**src/rtl/mem_port_arbiter_if.sv**
```systemverilog
// Bundle of requester (IF, LS) and memory-side signals for the unified memory port arbiter.
// The slave modport is the arbiter's view; master is the view of the surrounding pipeline and memory.
interface mem_port_arbiter_if #(
  parameter int ADDR_W = 64,
  parameter int DATA_W = 64
);
  localparam int STRB_W = DATA_W / 8;

  logic              if_req_i;
  logic [ADDR_W-1:0] if_addr_i;
  logic              if_flush_i;
  logic              if_gnt_o;
  logic              if_rvalid_o;
  logic [DATA_W-1:0] if_rdata_o;

  logic              ls_req_i;
  logic              ls_we_i;
  logic [ADDR_W-1:0] ls_addr_i;
  logic [DATA_W-1:0] ls_wdata_i;
  logic [STRB_W-1:0] ls_wstrb_i;
  logic              ls_gnt_o;
  logic              ls_rvalid_o;
  logic [DATA_W-1:0] ls_rdata_o;

  logic              mem_req_o;
  logic              mem_we_o;
  logic [ADDR_W-1:0] mem_addr_o;
  logic [DATA_W-1:0] mem_wdata_o;
  logic [STRB_W-1:0] mem_wstrb_o;
  logic              mem_gnt_i;
  logic              mem_rvalid_i;
  logic [DATA_W-1:0] mem_rdata_i;

  modport slave (
    input  if_req_i, if_addr_i, if_flush_i,
    output if_gnt_o, if_rvalid_o, if_rdata_o,
    input  ls_req_i, ls_we_i, ls_addr_i, ls_wdata_i, ls_wstrb_i,
    output ls_gnt_o, ls_rvalid_o, ls_rdata_o,
    output mem_req_o, mem_we_o, mem_addr_o, mem_wdata_o, mem_wstrb_o,
    input  mem_gnt_i, mem_rvalid_i, mem_rdata_i
  );

  modport master (
    output if_req_i, if_addr_i, if_flush_i,
    input  if_gnt_o, if_rvalid_o, if_rdata_o,
    output ls_req_i, ls_we_i, ls_addr_i, ls_wdata_i, ls_wstrb_i,
    input  ls_gnt_o, ls_rvalid_o, ls_rdata_o,
    input  mem_req_o, mem_we_o, mem_addr_o, mem_wdata_o, mem_wstrb_o,
    output mem_gnt_i, mem_rvalid_i, mem_rdata_i
  );
endinterface

```
**src/rtl/mem_port_arbiter.sv**
```systemverilog
// Single-outstanding arbiter sharing one memory port between instruction fetch and load/store,
// LS-priority with a starvation limit that forces an IF win after STARVE_MAX consecutive IF losses.
//
// state  | meaning
// -------+-----------------------------------------------------------
// S_IDLE | no transaction; arbitrate, grant combinationally
// S_REQ  | mem_req_o high with latched payload until mem_gnt_i
// S_WAIT | request accepted; wait for mem_rvalid_i, then return to idle
module mem_port_arbiter #(
  parameter int ADDR_W     = 64,
  parameter int DATA_W     = 64,
  parameter int STARVE_MAX = 4
) (
  input  logic              clk,
  input  logic              rst,
  mem_port_arbiter_if.slave bus
);
  localparam int         STRB_W     = DATA_W / 8;
  localparam logic [3:0] STARVE_LIM = 4'(STARVE_MAX);

  typedef enum logic [1:0] {S_IDLE, S_REQ, S_WAIT} state_t;
  typedef enum logic [1:0] {OWN_NONE, OWN_IF, OWN_LS} owner_t;

  state_t            state;
  owner_t            owner;
  logic [3:0]        starve_cnt;
  logic              kill;
  logic              mem_req;
  logic              pay_we;
  logic [ADDR_W-1:0] pay_addr;
  logic [DATA_W-1:0] pay_wdata;
  logic [STRB_W-1:0] pay_wstrb;

  logic starving;
  logic ls_win;
  logic if_win;
  logic resp;
  logic if_resp;
  logic ls_resp;

  // Grants and responses are gated by rst so every output is quiet during reset.
  always_comb begin
    starving = bus.if_req_i && (starve_cnt == STARVE_LIM);
    ls_win   = !rst && (state == S_IDLE) && bus.ls_req_i && !starving;
    if_win   = !rst && (state == S_IDLE) && bus.if_req_i && !ls_win;
    resp     = !rst && (state == S_WAIT) && bus.mem_rvalid_i;
    // A flush arriving in the response cycle itself also suppresses the stale fetch data.
    if_resp  = resp && (owner == OWN_IF) && !kill && !bus.if_flush_i;
    ls_resp  = resp && (owner == OWN_LS);
  end

  assign bus.if_gnt_o    = if_win;
  assign bus.ls_gnt_o    = ls_win;
  assign bus.if_rvalid_o = if_resp;
  assign bus.ls_rvalid_o = ls_resp;
  assign bus.if_rdata_o  = if_resp ? bus.mem_rdata_i : '0;
  assign bus.ls_rdata_o  = ls_resp ? bus.mem_rdata_i : '0;

  assign bus.mem_req_o   = mem_req;
  assign bus.mem_we_o    = pay_we;
  assign bus.mem_addr_o  = pay_addr;
  assign bus.mem_wdata_o = pay_wdata;
  assign bus.mem_wstrb_o = pay_wstrb;

  always_ff @(posedge clk) begin
    if (rst) begin
      state      <= S_IDLE;
      owner      <= OWN_NONE;
      starve_cnt <= '0;
      kill       <= 1'b0;
      mem_req    <= 1'b0;
      pay_we     <= 1'b0;
      pay_addr   <= '0;
      pay_wdata  <= '0;
      pay_wstrb  <= '0;
    end else begin
      case (state)
        S_IDLE: begin
          if (ls_win) begin
            if (bus.if_req_i && (starve_cnt != STARVE_LIM)) starve_cnt <= starve_cnt + 4'd1;
            owner     <= OWN_LS;
            state     <= S_REQ;
            mem_req   <= 1'b1;
            pay_we    <= bus.ls_we_i;
            pay_addr  <= bus.ls_addr_i;
            pay_wdata <= bus.ls_wdata_i;
            pay_wstrb <= bus.ls_wstrb_i;
          end else if (if_win) begin
            starve_cnt <= '0;
            owner      <= OWN_IF;
            state      <= S_REQ;
            mem_req    <= 1'b1;
            pay_we     <= 1'b0;
            pay_addr   <= bus.if_addr_i;
            pay_wdata  <= '0;
            pay_wstrb  <= '0;
          end
        end
        S_REQ: begin
          if ((owner == OWN_IF) && bus.if_flush_i) kill <= 1'b1;
          if (bus.mem_gnt_i) begin
            state   <= S_WAIT;
            mem_req <= 1'b0;
          end
        end
        S_WAIT: begin
          if ((owner == OWN_IF) && bus.if_flush_i) kill <= 1'b1;
          if (bus.mem_rvalid_i) begin
            state     <= S_IDLE;
            owner     <= OWN_NONE;
            kill      <= 1'b0;
            pay_we    <= 1'b0;
            pay_addr  <= '0;
            pay_wdata <= '0;
            pay_wstrb <= '0;
          end
        end
        default: begin
          state   <= S_IDLE;
          owner   <= OWN_NONE;
          mem_req <= 1'b0;
        end
      endcase
    end
  end
endmodule

```
**src/flat_wrapper.sv**
```systemverilog
// flat-port wrapper written by rule: the top's interface ports become plain ports
module mem_port_arbiter_flat 
#(
  parameter int ADDR_W     = 64,
  parameter int DATA_W     = 64,
  parameter int STARVE_MAX = 4
)
  (clk, rst, bus_if_req_i, bus_if_addr_i, bus_if_flush_i, bus_if_gnt_o, bus_if_rvalid_o, bus_if_rdata_o, bus_ls_req_i, bus_ls_we_i, bus_ls_addr_i, bus_ls_wdata_i, bus_ls_wstrb_i, bus_ls_gnt_o, bus_ls_rvalid_o, bus_ls_rdata_o, bus_mem_req_o, bus_mem_we_o, bus_mem_addr_o, bus_mem_wdata_o, bus_mem_wstrb_o, bus_mem_gnt_i, bus_mem_rvalid_i, bus_mem_rdata_i);
  mem_port_arbiter_if #(.ADDR_W(ADDR_W), .DATA_W(DATA_W)) bus_i ();
  input  logic clk;
  input  logic rst;
  input wire logic [$bits(bus_i.if_req_i)-1:0] bus_if_req_i;
  input wire logic [$bits(bus_i.if_addr_i)-1:0] bus_if_addr_i;
  input wire logic [$bits(bus_i.if_flush_i)-1:0] bus_if_flush_i;
  output wire logic [$bits(bus_i.if_gnt_o)-1:0] bus_if_gnt_o;
  output wire logic [$bits(bus_i.if_rvalid_o)-1:0] bus_if_rvalid_o;
  output wire logic [$bits(bus_i.if_rdata_o)-1:0] bus_if_rdata_o;
  input wire logic [$bits(bus_i.ls_req_i)-1:0] bus_ls_req_i;
  input wire logic [$bits(bus_i.ls_we_i)-1:0] bus_ls_we_i;
  input wire logic [$bits(bus_i.ls_addr_i)-1:0] bus_ls_addr_i;
  input wire logic [$bits(bus_i.ls_wdata_i)-1:0] bus_ls_wdata_i;
  input wire logic [$bits(bus_i.ls_wstrb_i)-1:0] bus_ls_wstrb_i;
  output wire logic [$bits(bus_i.ls_gnt_o)-1:0] bus_ls_gnt_o;
  output wire logic [$bits(bus_i.ls_rvalid_o)-1:0] bus_ls_rvalid_o;
  output wire logic [$bits(bus_i.ls_rdata_o)-1:0] bus_ls_rdata_o;
  output wire logic [$bits(bus_i.mem_req_o)-1:0] bus_mem_req_o;
  output wire logic [$bits(bus_i.mem_we_o)-1:0] bus_mem_we_o;
  output wire logic [$bits(bus_i.mem_addr_o)-1:0] bus_mem_addr_o;
  output wire logic [$bits(bus_i.mem_wdata_o)-1:0] bus_mem_wdata_o;
  output wire logic [$bits(bus_i.mem_wstrb_o)-1:0] bus_mem_wstrb_o;
  input wire logic [$bits(bus_i.mem_gnt_i)-1:0] bus_mem_gnt_i;
  input wire logic [$bits(bus_i.mem_rvalid_i)-1:0] bus_mem_rvalid_i;
  input wire logic [$bits(bus_i.mem_rdata_i)-1:0] bus_mem_rdata_i;
  assign bus_i.if_req_i = bus_if_req_i;
  assign bus_i.if_addr_i = bus_if_addr_i;
  assign bus_i.if_flush_i = bus_if_flush_i;
  assign bus_if_gnt_o = bus_i.if_gnt_o;
  assign bus_if_rvalid_o = bus_i.if_rvalid_o;
  assign bus_if_rdata_o = bus_i.if_rdata_o;
  assign bus_i.ls_req_i = bus_ls_req_i;
  assign bus_i.ls_we_i = bus_ls_we_i;
  assign bus_i.ls_addr_i = bus_ls_addr_i;
  assign bus_i.ls_wdata_i = bus_ls_wdata_i;
  assign bus_i.ls_wstrb_i = bus_ls_wstrb_i;
  assign bus_ls_gnt_o = bus_i.ls_gnt_o;
  assign bus_ls_rvalid_o = bus_i.ls_rvalid_o;
  assign bus_ls_rdata_o = bus_i.ls_rdata_o;
  assign bus_mem_req_o = bus_i.mem_req_o;
  assign bus_mem_we_o = bus_i.mem_we_o;
  assign bus_mem_addr_o = bus_i.mem_addr_o;
  assign bus_mem_wdata_o = bus_i.mem_wdata_o;
  assign bus_mem_wstrb_o = bus_i.mem_wstrb_o;
  assign bus_i.mem_gnt_i = bus_mem_gnt_i;
  assign bus_i.mem_rvalid_i = bus_mem_rvalid_i;
  assign bus_i.mem_rdata_i = bus_mem_rdata_i;
  mem_port_arbiter #(.ADDR_W(ADDR_W), .DATA_W(DATA_W), .STARVE_MAX(STARVE_MAX)) u_core (.clk(clk), .rst(rst), .bus(bus_i));
endmodule
```
**config.mk**
```make
export PLATFORM = sky130hd
export DESIGN_NAME = mem_port_arbiter_flat
export DESIGN_NICKNAME = d
export VERILOG_FILES = /design/src/rtl/mem_port_arbiter_if.sv /design/src/rtl/mem_port_arbiter.sv /design/src/flat_wrapper.sv
export SDC_FILE = /design/constraint.sdc
export NUM_CORES = 1
export LEC_CHECK = 0
export BUFFER_PORTS_ARGS = -buffer_cell sky130_fd_sc_hd__buf_2
export CAP_MARGIN = 20
export CORE_AREA = 2 2 209 211
export DETAILED_ROUTE_END_ITERATION = 10
export DIE_AREA = 0 0 211 213
export GPL_TIMING_DRIVEN = 0
export PLACE_DENSITY = 0.53
export SLEW_MARGIN = 25
export SYNTH_ARGS = -nofsm -noshare
export SYNTH_HDL_FRONTEND = slang
export SYNTH_SLANG_ARGS = --single-unit
```
**constraint.sdc**
```tcl
create_clock -name clk -period 2.4 [get_ports clk]
set_input_delay 0.24 -clock clk [delete_from_list [all_inputs] [get_ports clk]]
set_output_delay 0.24 -clock clk [all_outputs]
set_load 0.1 [all_outputs]
```
# Yosys cells after proc, flatten, opt, wreduce, memory -nomap -nowiden
# Index checks and enable logic that the tools add are counted.
# word_totals
ff_bits,147
out_inout_bits,270
word_cells,84
# classes
n_addsub,1
n_eq_ne,10
n_mux,34
bitwise,2
n_reduce_logical,28
# ops
op,count
two-way mux 64 bit,7
one-hot mux 64 bit (2 select lines),2
two-way mux 8 bit,3
one-hot mux 8 bit (2 select lines),1
AND reduction 3 bit,5
logical AND 1 bit,14
two-way mux 4 bit,3
one-hot mux 2 bit (3 select lines),2
two-way mux 2 bit,5
two-way mux 1 bit,8
nonzero test 2 bit,3
zero test 1 bit,5
adder 4 x 1 -> 4 bit (second input constant),1
equality test 2 x 1 -> 1 bit (second input constant),2
equality test 2 bit (second input constant),2
equality test 4 x 3 -> 1 bit (second input constant),1
inequality test 2 bit (second input constant),2
inequality test 4 x 3 -> 1 bit (second input constant),1
one-hot mux 1 bit (2 select lines),2
inequality test 3 bit (second input constant),1
one-hot mux 1 bit (3 select lines),1
zero test 2 bit,1
inequality test 2 x 1 -> 1 bit (second input constant),1
NOT 1 bit,2

# Depth between registers and ports, before layout
# depth
ltp_word,9
ltp_mapped,8
depth_no_buf,5

# Least setup slack after synthesis
# Ideal clock, no wire load.
# synth_timing
path_kind,register to output
start,reg u_core.state[0]
end,out bus_ls_rdata_o[54]
arrival_ns,2.864
setup_slack_ns,-0.704
stages_incl_launch_ff,8
n_path_buf,2
cell_sequence,dfxtp_1 -> inv_1 -> ha_1 -> buf_2 -> nand2_1 -> nor4_1 -> clkbuf_1 -> and2_1
# synth_between
elab_chain_cells,5
# synth_lines
element,line_no,rtl
start: declaration,mem_port_arbiter.sv:24,state_t state;
start signal: assignment,mem_port_arbiter.sv:67,state <= S_IDLE;
start signal: assignment,mem_port_arbiter.sv:82,state <= S_REQ;
start signal: assignment,mem_port_arbiter.sv:91,state <= S_REQ;
equality test 2 bit,mem_port_arbiter.sv:46,resp = !rst && (state == S_WAIT) && bus.mem_rvalid_i;
logical AND 1 bit (2 in a row),mem_port_arbiter.sv:46,
logical AND 1 bit,mem_port_arbiter.sv:49,ls_resp = resp && (owner == OWN_LS);
named net bus_ls_rvalid_o,flat_wrapper.sv:24,output wire logic [$bits(bus_i.ls_rvalid_o)-1:0] bus_ls_rvalid_o;
two-way mux 64 bit,mem_port_arbiter.sv:57,assign bus.ls_rdata_o = ls_resp ? bus.mem_rdata_i : '0;
end: declaration,flat_wrapper.sv:25,output wire logic [$bits(bus_i.ls_rdata_o)-1:0] bus_ls_rdata_o;
# The timed path passes the listed nets, and every way through them passes these cells.

# Worst setup path in the final report
# layout_timing
start,reg u_core.owner[1]
end,out bus_if_rdata_o[20]
# layout_between
elab_chain_cells,5
# layout_lines
element,line_no,rtl
start: declaration,mem_port_arbiter.sv:25,owner_t owner;
start signal: assignment,mem_port_arbiter.sv:68,owner <= OWN_NONE;
start signal: assignment,mem_port_arbiter.sv:81,owner <= OWN_LS;
start signal: assignment,mem_port_arbiter.sv:90,owner <= OWN_IF;
equality test 2 x 1 -> 1 bit,mem_port_arbiter.sv:48,if_resp = resp && (owner == OWN_IF) && !kill && !bus.if_flush_i;
logical AND 1 bit (3 in a row),mem_port_arbiter.sv:48,
two-way mux 64 bit,mem_port_arbiter.sv:56,assign bus.if_rdata_o = if_resp ? bus.mem_rdata_i : '0;
end: declaration,flat_wrapper.sv:17,output wire logic [$bits(bus_i.if_rdata_o)-1:0] bus_if_rdata_o;
# Every way passes these cells.

==> impl_results.md <==
- Status: complete, but fails checks
- Failing checks: setup timing
- Ys flop type: dfxtp_1
- Reg-to-reg startpoint: u_core.state[0]$_SDFFE_PP0P_
- Post-DP HPWL: 30,400 µm
- Crit path kind: reg2out
- ANT nets after route: 0
- Worst Max-Slew Pin Slew: approximately 680 ps
- Asr flop ratio synth: 0%
- Worst-path clk slew: about 70 ps
- Post-Synth Adder-Cell Area: under 10%
- Clock net sink count: 147
- Syn-to-layout area delta: 98.52%
- GPL Wtd Cong: approximately 0.82
- Comb pwr share: 45.1%
- Layer with the highest usage: met2
- Filler cell count in the final layout: roughly 4,300
- TritonCTS buffer count: 17
- Max_slew headroom: between 50% and 60%
- # nets final: about 1,800
- Crit path time final: approximately 2500 ps
- Hold Vio Cnt, Final: 0
- Total Routed Length: 42,980 µm
- Power per cell area: around 730 nW/µm²
- Post-synth cell types: 43
- FMAX: ~0.40 GHz
- Post-synth EDFFs: 0
- Setup crit end kind: primary output
- Flops & latches, synth: 147
- Reg2Reg Depth: 8
- Hold path startpoint: bus_ls_wstrb_i[0]
- Total power: ~11 mW
- Met3 Use GR: between 4 and 5%
- Arrival @ worst endpoint: ~2300 ps
- Share of the synthesized area in the top cell type: 40.02%
- Clk root buf: clkbuf_16
- Share of post-route cells with drive strength above 1: 52.80%
- Vias: around 9,400
- Sw frac: between 40% and 50%
- Grt ovf: 0
- # H-tree levels: 4
- Period utilisation layout: 105.0%
- Final setup violation count: 53
- Layout Skew: 15.07 ps
- Initial Util: 17.22%
- Simple-gate area share of the yosys netlist: around a quarter
- Largest net degree at the start of global routing: 17
- Final Util: 34.19%
- Sequential Power Share: between 20% and 30%
- Die width: about 210 µm
- Antenna violations before repair: 17
- Core ar.: about 43,000 µm²
- Met2 Usage GRT: a little under a third
- Leak: 6.571 nW
- Crit path buf inv count: 4
- GRT Total Usage: about 18%
- Max-cap violations: 0
- Finished Cell Area: roughly 15,000 µm²
- Req. time, crit path: between 2000 and 2500 ps
- Largest cells by area after synthesis: dfxtp_1, and2_1, a22o_1, o221ai_1, o21a_1
- Largest family of logic cells by synthesized area: compound AO/OA/AOI/OAI gates
- Cells along the critical path: or4b_4 -> nor3_4 -> buf_6 -> buf_6 -> buf_6 -> and2_4 -> buf_12
- Cell Area, Synth: 7353 µm²
- Startpoint type of the worst setup path: flip-flop
- RSZ-0062 raised after global routing: true
- Post-synthesis sequential area ratio: 40.02%
- First-pass iteration count of the detailed router: 5
- Rows: 76
- DRT iter0 DRCs: 479
- Synth area leader: dfxtp_1
- Sequential cell area: between 2000 and 3000 µm²
- Max-slew violations: 0
- DRC violations left: 0
- Sw power: between 5 and 6 mW
- Hold crit path type: in2reg
- Slowest cell delay on critical path: between 500 and 600 ps
- Top cell by count, worst path: buf_6
- GR Util met1: between 20% and 30%
- Synthesis Warnings: 0
- Worst Path Max Fanout: 5
- Internal: between 5 and 6 mW
- Worst Hold Path EP: u_core.bus.mem_wstrb_o[0]$_SDFFE_PP0P_
- CTS tree: done
- I/O pin count: 542
- Mapped Nets: 1,114
- WHS Path Cells: 2
- Multi-input logic area: 4006 µm²
- Vias in the first global route: between 9,000 and 10,000
- Wirelength per Cell: 20.89 µm
- Mean area per synthesized cell: slightly below 9 µm²
- Cells after synthesis: 836
- Die height: 213 µm
- Maximum clock insertion buffer count: 2
- Global-route wire length before repair: 60,000 µm
- PnR worst setup slack: -119.4 ps
- Clk_lat worst skew: between 400 and 500 ps
- Peak VDD IR: roughly 0.74 mV
- Worst r2r dst: u_core.bus.mem_addr_o[52]$_SDFFE_PP0P_
- CP top delay family: simple AND/OR/NAND/NOR gates
- Die Area: about 45,000 µm²
- Mux share of post-synthesis cell area: less than 1%
- Xor-xnor portion of the synthesized cell area: 0%
- Clock power share: about a quarter
- DR vias/cell: roughly 4.6
- Flop-to-flop setup slack: 250 ps
- IO Port Bufs: 540
- Crit path max-delay cell type: or4b_4
- Synth Area in Compound Gates: 24.57%
- Dpl cell area: 10,830 µm²
[power groups by stage]
stage / sequential (mW) / combinational (mW) / clock (mW)
finish: 3.01 / 4.78 / 2.80
global route: 3.05 / 4.99 / 2.97
CTS: 3.00 / 4.77 / 2.89
detailed placement: 3.05 / 4.58 / 0
global placement: 3.04 / 4.56 / 0
floorplan: 5.52 / 1.07 / 0
[synth_stat cells, types with 4 or more instances]
master and number:
buf_4 4, dfxtp_1 147, buf_6 6, o221ai_1 64
o21a_1 66, a22o_1 73, nand4_1 68, buf_1 5
ha_1 6, buf_2 33, nand2_1 7, and2_1 130
inv_1 72, nor3_1 4, a31oi_1 4, nand3_1 67
clkbuf_1 48
[what timing repair did]
action                                  4_1_cts  5_1_grt
pin swaps                                    53       18
endpoints found under the setup margin      154      167
hold endpoints to repair                     67        0
hold buffers                                 67        0
gates resized for setup                     630       42
setup buffers                                17        5
gates cloned                                 10        1
[registers in the layout, indices dropped and copies added, names as in the netlist, 2 cells and up]
name / flops
u_core.bus.mem_wstrb_o: 8
u_core.bus.mem_addr_o: 64
u_core.state: 2
u_core.owner: 2
u_core.bus.mem_wdata_o: 64
u_core.starve_cnt: 4
[through the flow]
stage          setup TNS [ps]  hold slack, ps  instances  setup WS [ps]
6_report                -4851           34.40       2057         -119.4
5_1_grt                -10410           14.23       2053         -203.8
4_1_cts                 -9367           1.194       2047         -210.2
3_5_place_dp           -24740           452.3       1922         -674.2
3_3_place_gp           -20860           451.0       1922         -621.4
2_1_floorplan               0           354.6        836          33.56
[cell families after synthesis]
| group | count (synthesis) |
|---|---|
| and+or+nand+nor | 295 |
| AOI/OAI and AO/OA | 218 |
| buffers and inverters | 169 |
| DFF | 147 |
| adders and majority gates | 6 |
| muxes | 1 |
[area by class of cell]
cell class                 instances  area share, %
tap                              546          4.680
inverter                          72          1.869
timing repair buffer             637          37.68
antenna                           11         0.1886
clock buffer                      19          3.103
buffer                            93          3.823
clock inverter                    12         0.9771
multi-input combinational        520          27.44
sequential                       147          20.24
[how the worst max path moves through the flow]
stage | start | endpoint | slack, ps | cells past startpoint
after global placement | u_core.state[0]$_SDFFE_PP0P_ | bus_ls_rdata_o[46] | -620 | 9
after detailed placement | u_core.state[0]$_SDFFE_PP0P_ | bus_ls_rdata_o[46] | -670 | 9
after CTS | u_core.owner[1]$_SDFFE_PP0P_ | bus_if_rdata_o[52] | -210 | 8
final | u_core.owner[1]$_SDFFE_PP0P_ | bus_if_rdata_o[20] | -120 | 7
after global routing | u_core.owner[1]$_SDFFE_PP0P_ | bus_if_rdata_o[20] | -200 | 7
after floorplan | u_core.state[0]$_SDFFE_PP0P_ | bus_ls_rdata_o[54] | 30 | 7
[routing by layer]
metal | vias to the layer above | part of all wire, %
li1 | 4370 | -
met1 | 4528 | 39
met2 | 440 | 51
met3 | 88 | 6.5
met4 | 4 | 3.7
met5 | - | 0.074
[cell usage in the layout (no fill, tap or decap), types with 20 or more instances in the layout]
cell,synthesis,routed
o221ai_1,64,64
and2_4,0,93
and2_2,0,30
clkbuf_16,0,20
buf_12,0,112
dfxtp_1,147,142
inv_1,72,70
buf_2,33,438
nand4_1,68,68
a22o_1,73,73
nand3_1,67,67
dlygate4sd3_1,0,67
buf_6,6,34
o21a_1,66,66
clkbuf_1,48,39
[worst reg2reg max path, stage by stage, from the launching register on]
cell and delay (ps):
dfxtp_4 370, inv_4 40, ha_4 160, buf_4 160
nor3b_2 240, buf_4 270, clkbuf_1 510, nand3_1 160
o221ai_1 180
Note: power is estimated with default switching activity, not from simulation.
